### src/rtl/branch_predictor.sv
// Bimodal 2-bit direction predictor for the FD stage, trained from X.
// Define BP_BYPASS_EN to forward a same-cycle update into the lookup.
module branch_predictor #(
  parameter int         INDEX_BITS = 5,
  parameter int         INDEX_LSB  = 2,
  parameter logic [1:0] INIT_STATE = 2'b01
) (
  input  logic        clk,
  input  logic        rst,
  input  logic [31:0] pc_fd,
  input  logic [31:0] inst_fd,
  output logic        jump,
  output logic [1:0]  pred_state,
  input  logic        upd_valid,
  input  logic [31:0] upd_pc,
  input  logic        upd_taken,
  input  logic        upd_mispredict,
  output logic [31:0] stat_branches,
  output logic [31:0] stat_mispredicts
);

  localparam int         N          = 1 << INDEX_BITS;
  localparam logic [6:0] OPC_BRANCH = 7'b1100011;
  localparam logic [31:0] SAT       = 32'hFFFF_FFFF;

  logic [1:0]            cnt_q [N];
  logic [INDEX_BITS-1:0] rd_idx;
  logic [INDEX_BITS-1:0] wr_idx;
  logic [1:0]            rd_val;
  logic [1:0]            wr_cur;
  logic [1:0]            wr_nxt;
  logic                  is_br;
  logic                  unused_bits;

  assign rd_idx = pc_fd[INDEX_LSB+INDEX_BITS-1:INDEX_LSB];
  assign wr_idx = upd_pc[INDEX_LSB+INDEX_BITS-1:INDEX_LSB];
  assign rd_val = cnt_q[rd_idx];
  assign wr_cur = cnt_q[wr_idx];
  assign is_br  = (inst_fd[6:0] == OPC_BRANCH);

  assign unused_bits = ^{inst_fd, pc_fd, upd_pc};

  always_comb begin
    wr_nxt = wr_cur;
    unique case (1'b1)
      upd_taken && (wr_cur != 2'b11):  wr_nxt = wr_cur + 2'd1;
      !upd_taken && (wr_cur != 2'b00): wr_nxt = wr_cur - 2'd1;
      default: ;
    endcase
  end

`ifdef BP_BYPASS_EN
  // forward the counter being written this edge to the FD lookup
  assign pred_state = (rst && upd_valid && (wr_idx == rd_idx)) ? wr_nxt : rd_val;
`else
  assign pred_state = rd_val;
`endif

  assign jump = rst & is_br & pred_state[1];

  always_ff @(posedge clk) begin
    if (!rst) begin
      for (int i = 0; i < N; i++) begin
        cnt_q[i] <= INIT_STATE;
      end
    end else if (upd_valid) begin
      cnt_q[wr_idx] <= wr_nxt;
    end
  end

  always_ff @(posedge clk) begin
    if (!rst) begin
      stat_branches    <= '0;
      stat_mispredicts <= '0;
    end else if (upd_valid) begin
      if (stat_branches != SAT) begin
        stat_branches <= stat_branches + 32'd1;
      end
      if (upd_mispredict && (stat_mispredicts != SAT)) begin
        stat_mispredicts <= stat_mispredicts + 32'd1;
      end
    end
  end

endmodule

### config.mk
export PLATFORM = sky130hd
export DESIGN_NAME = branch_predictor
export DESIGN_NICKNAME = d
export VERILOG_FILES = /design/src/rtl/branch_predictor.sv
export SDC_FILE = /design/constraint.sdc
export NUM_CORES = 1
export LEC_CHECK = 0
export CORE_MARGIN = 2
export CORE_UTILIZATION = 44
export CTS_CLUSTER_SIZE = 8
export DETAILED_ROUTE_END_ITERATION = 8
export GPL_ROUTABILITY_DRIVEN = 0
export GPL_TIMING_DRIVEN = 0
export PLACE_DENSITY = 0.73
export SLEW_MARGIN = 25
export SYNTH_ARGS = -nofsm -noshare
export SYNTH_HDL_FRONTEND = slang
export SYNTH_SLANG_ARGS = --single-unit
### constraint.sdc
create_clock -name clk -period 4.87 [get_ports clk]
set_input_delay 0.487 -clock clk [delete_from_list [all_inputs] [get_ports clk]]
set_output_delay 0.487 -clock clk [all_outputs]
set_load 0.1 [all_outputs]
# Word-level counts from Yosys, hierarchy flattened

Memory sizes are Yosys's and may differ from the RTL's.
Cells that the tools add are included.

Memories: 1
Output and inout port bits: 67
Bits in read-only memories: 0
Word-level logic and storage cells: 29
Memory bits (writable): 64
Bits in latches: 0
Register bits after elaboration: 64
Bits of input ports: 101

Magnitude comparators: 0
Multiplexer cells: 8
Shift-type cells: 0
Divide/modulo/power cells: 0
Eq/ne operators: 4
Bitwise operators: 2
Multipliers: 0
Add/sub/neg operators: 4
Reductions and logical operators: 8

Memories:

| memory | words | bits a word | read ports | clocked after Yosys merged registers in | write ports | line | source |
|---|---|---|---|---|---|---|---|
| cnt_q  | 32    | 2           | 2          | 0                                       | 32          | 26   | `logic [1:0] cnt_q [N];` |

Operators with widths:

| kind                  | count |
|---|---|
| $add 32x1->32 const B | 2 |
| $ne 32x32->1 const B  | 2 |
| $eq 7x7->1 const B    | 1 |
| $mux 1                | 5 |
| $mux 5                | 1 |
| $pmux 2 s2            | 1 |
| $reduce_and 2->1      | 2 |
| $logic_and 1x1->1     | 3 |
| $add 2x1->2 const B   | 1 |
| $and 1x1->1           | 2 |
| $mux 2                | 1 |
| $ne 2x2->1 const B    | 1 |
| $reduce_bool 2->1     | 1 |
| $reduce_or 2->1       | 1 |
| $sub 2x1->2 const B   | 1 |
| $logic_not 1->1       | 1 |

# Longest topological paths before layout

Depth after elaboration: 5
Mapped depth: 9

# Worst setup path after synthesis

No wires, ideal clock.

Path kind: input port to output port
Start point: in pc_fd[3]
End point: out jump
Cell stages on the path: 6
Path slack: 1.440 ns
Data required time: 4.383 ns
Arrival: 2.943 ns
Buffers on the path: 2
Cells stage by stage: clkbuf_1 buf_1 mux4_2 mux4_2 mux2_2 and3_1

Longest elaborated chain between the ends: 2

RTL lines:

| what              | line | source |
|---|---|---|
| from (decl)       | 10   | `input logic [31:0] pc_fd,` |
| $mem_v2 32x2      | --   |  |
| via pred_state[1] | 13   | `output logic [1:0] pred_state,` |
| $and 1x1->1       | 59   | `assign jump = rst & is_br & pred_state[1];` |
| to (decl)         | 12   | `output logic jump,` |

The timed path passes the listed nets, and every way through them passes these cells.

# Worst setup path after layout

Start point: in pc_fd[3]
End point: out jump

Longest elaborated chain between the ends: 2

RTL lines:

| what         | line |
|---|---|
| $mem_v2 32x2 | -- |
| $and 1x1->1  | 59 |

Every way passes these cells.

==> qor.yml <==
logic_synthesis:
  yosysSeqAreaShare: 0.473
  syn-num-nets: 776
  synthFlopType: "edfxtp_1"
  ys_ff_latch: 128
  synthTopCellsByCount: "nand2_1 (94), nor2_1 (94), dfxtp_1 (64), edfxtp_1 (64), nand3_1 (55)"
  mappedNetlistArea_um2: 6770
  synth_area_leaders: "edfxtp_1 (28%), dfxtp_1 (19%), mux4_2 (8.0%)"
  syn_avg_cell_area_um2: 10.1
  synth_cell_types: 53
  synth_top_area_frac: 0.284
  synth_top_cell_by_area: "edfxtp_1"
  yosys_warnings: 0
  synth_edf_count: 64
  netlist_instances: 673
  synthArstFlopShare: 0
setup_path:
  cp_top_family: "buffers and inverters"
  critPathRequiredTime_ns: 4.38
  r2r-end: "cnt_q[5][0]$_SDFFCE_PN1P_"
  cp_data_arrival_time_ns: 3.78
  crit_path_end_kind: "output pin"
  r2r_slack_ns: 2.52
  r2r_cells: 6
  timing_worst_setup_path_type: "input port to output pin"
  start_kind: "input port"
  critPathMaxFanout: 10
  cp_num_buf_inv: 3
  path_common_cell: "mux4_2"
  crit_path_cell_trace: "clkbuf_1 > buf_1 > mux4_2 > mux4_2 > mux2_2 > and3_1 > clkdlybuf4s50_1"
  crit_slowest_cell: "clkdlybuf4s50_1"
  r2r-start: "cnt_q[23][1]$_SDFFCE_PN0P_"
  cp_slowest_stage_delay_ns: 0.97
clock_network:
  cts_hold_buf: 0
  clkTransAtPathRegs_ns: 0.05
  cts_tree: "done"
  cts_made_buffers: 17
  clock_path_buffers: 2
  cts_setup_buffers: 0
  clock_latency_ns: 0.42
  cts_resized: 0
  cts_max_level: 4
  cts_num_sinks: 128
  cts_root_buf: "clkbuf_16"
global_route:
  grt_pass1_wl_um: 27200
  antenna_found_initial: 0
  grt_max_degree: 17
  grt_pass1_vias: 5321
  grt_overflow: 0
  grtUsageTotal: 0.215
route:
  dr_total_vias: 5553
  routed_wl_um: 17000
  drcViolationCount: 0
  wl_met3_um: 1100
  drt-met1-wl_um: 7710
  wl_met2_um: 7840
  drt_first_pass_iters: 5
  first_iter_violations: 447
  drtAntennaViolNets: 0
  via_per_inst: 5.69
  wl_per_cell_um: 17.4
  maxUsedRoutingLayer: "met4"
die:
  die_w_um: 128
  coreArea_um2: 15100
  rows: 45
  die_h_um: 128
  start_util: 0.447
  die_area_um2: 16400
  io-pin-count: 168
timing:
  period_share: 0.877
  worst_slew_pin_slew_ns: 1.01
  hold_viol_final: 0
  period_needed_ns: 4.27
  setup_viol: 0
  rsz0062_at_grt: "no"
  fmax_mhz: 234
  setup-tns-final_ns: 0
  maxSlewHeadroom: 0.323
  slew_violations: 0
  skew_ns: 0.00716
run_status:
  status: "completed"
worst_hold_path:
  min_path_cells: 2
  min_to: "stat_mispredicts[26]$_SDFFE_PN0P_"
  hp-class: "flop to flop"
  min_from: "stat_mispredicts[26]$_SDFFE_PN0P_"
layout:
  antenna_cells: 0
  drive_gt1_frac: 0.117
  stdcell_area_um2: 8400
  fin_nets: 878
  area_delta_synth_final_pct: 24.1
  fillers: 1312
placement:
  placed_area_um2: 7850
  dp_hpwl_um: 12200
  io_buffers: 83
power_and_ir_drop:
  p_per_area_nw_per_um2: 311
  leakagePower_nw: 2.75
  ir_drop_mv: 0.239
  p_total_mw: 2.61
job:
  maxCapViolations: 0
[power by group]
group | total (mW) | switching (mW) | internal (mW)
combinational | 0.248 | 0.164 | 0.0838
clock | 1.20 | 0.461 | 0.740
sequential | 1.16 | 0.0137 | 1.15
total | 2.61 | 0.639 | 1.97
[worst max-delay path by stage]
stage | depth (start not counted) | startpoint | end
after floorplan | 6 | pc_fd[3] | jump
after global placement | 7 | pc_fd[3] | jump
after detailed placement | 7 | pc_fd[3] | jump
after CTS | 7 | pc_fd[3] | jump
after global routing | 7 | pc_fd[3] | jump
final | 7 | pc_fd[3] | jump
[layer usage]
| metal | up-vias | global-route usage |
|---|---|---|
| li1 | 2654 | - |
| met1 | 2673 | 0.292 |
| met2 | 198 | 0.340 |
| met3 | 28 | 0.0497 |
| met4 | 0 | 0.0756 |
| met5 | - | 0 |
[logic make-up after synthesis]
| logic type | after synthesis | share of synthesized area |
|---|---|---|
| flops | 128 | 0.473 |
| mux | 50 | 0.119 |
| xor+xnor | 56 | 0.0724 |
| buf+inv | 48 | 0.0338 |
| simple gates | 348 | 0.257 |
| compound gates | 39 | 0.0379 |
| fa+ha+maj | 4 | 0.00702 |
[final cells by class]
cell class / count / area (um^2) / share of cell area
buffer: 44 / 214 / 0.0255
clock buffer: 18 / 429 / 0.0511
clock inverter: 14 / 124 / 0.0147
inverter: 4 / 15.0 / 0.00179
multi-input combinational: 497 / 3350 / 0.399
sequential: 128 / 3200 / 0.381
tap: 188 / 235 / 0.0280
timing repair buffer: 83 / 831 / 0.0989
[state kept, by name, summed over array words and instances (netlist names)]
name and count:
stat_branches 32, stat_mispredicts 32, cnt_q 64
[worst min-delay path, stage by stage, from the launching register on]
cell and delay [ns]:
dfxtp_1 0.34, o21ai_0 0.08, a21oi_1 0.06
[cells in the final DEF (no fill, tap or decap), types with 3 or more instances in the layout]
master | Yosys | layout
o22ai_1 | 10 | 10
and3_1 | 8 | 8
o2111a_1 | 3 | 3
nor4_1 | 17 | 17
xnor2_1 | 41 | 41
clkbuf_1 | 24 | 25
or3_1 | 7 | 7
mux4_2 | 24 | 24
edfxtp_1 | 64 | 64
a21oi_1 | 6 | 6
xor2_1 | 15 | 15
nor4b_1 | 4 | 4
buf_2 | 15 | 15
nor3_1 | 16 | 15
nand3_1 | 55 | 55
clkbuf_16 | 0 | 17
mux2i_1 | 24 | 24
inv_1 | 3 | 3
nor2_1 | 94 | 94
nand4_1 | 12 | 12
clkdlybuf4s50_1 | 0 | 83
nand2_1 | 94 | 94
nor3b_1 | 8 | 6
clkinv_2 | 0 | 8
dfxtp_1 | 64 | 64
buf_6 | 4 | 4
o21ai_0 | 10 | 10
and4_1 | 10 | 10
[per-stage QoR]
stage	utilization	cells	hold slack (ns)	worst slack, ns
floorplan	-	673	0.847	1.44
detailed placement	0.518	944	0.515	0.635
global route	0.555	976	0.548	0.523
finish	0.555	976	0.520	0.598
global placement	0.517	944	0.496	0.598
CTS	0.555	976	0.526	0.644
(Power assumes the default switching activity.)
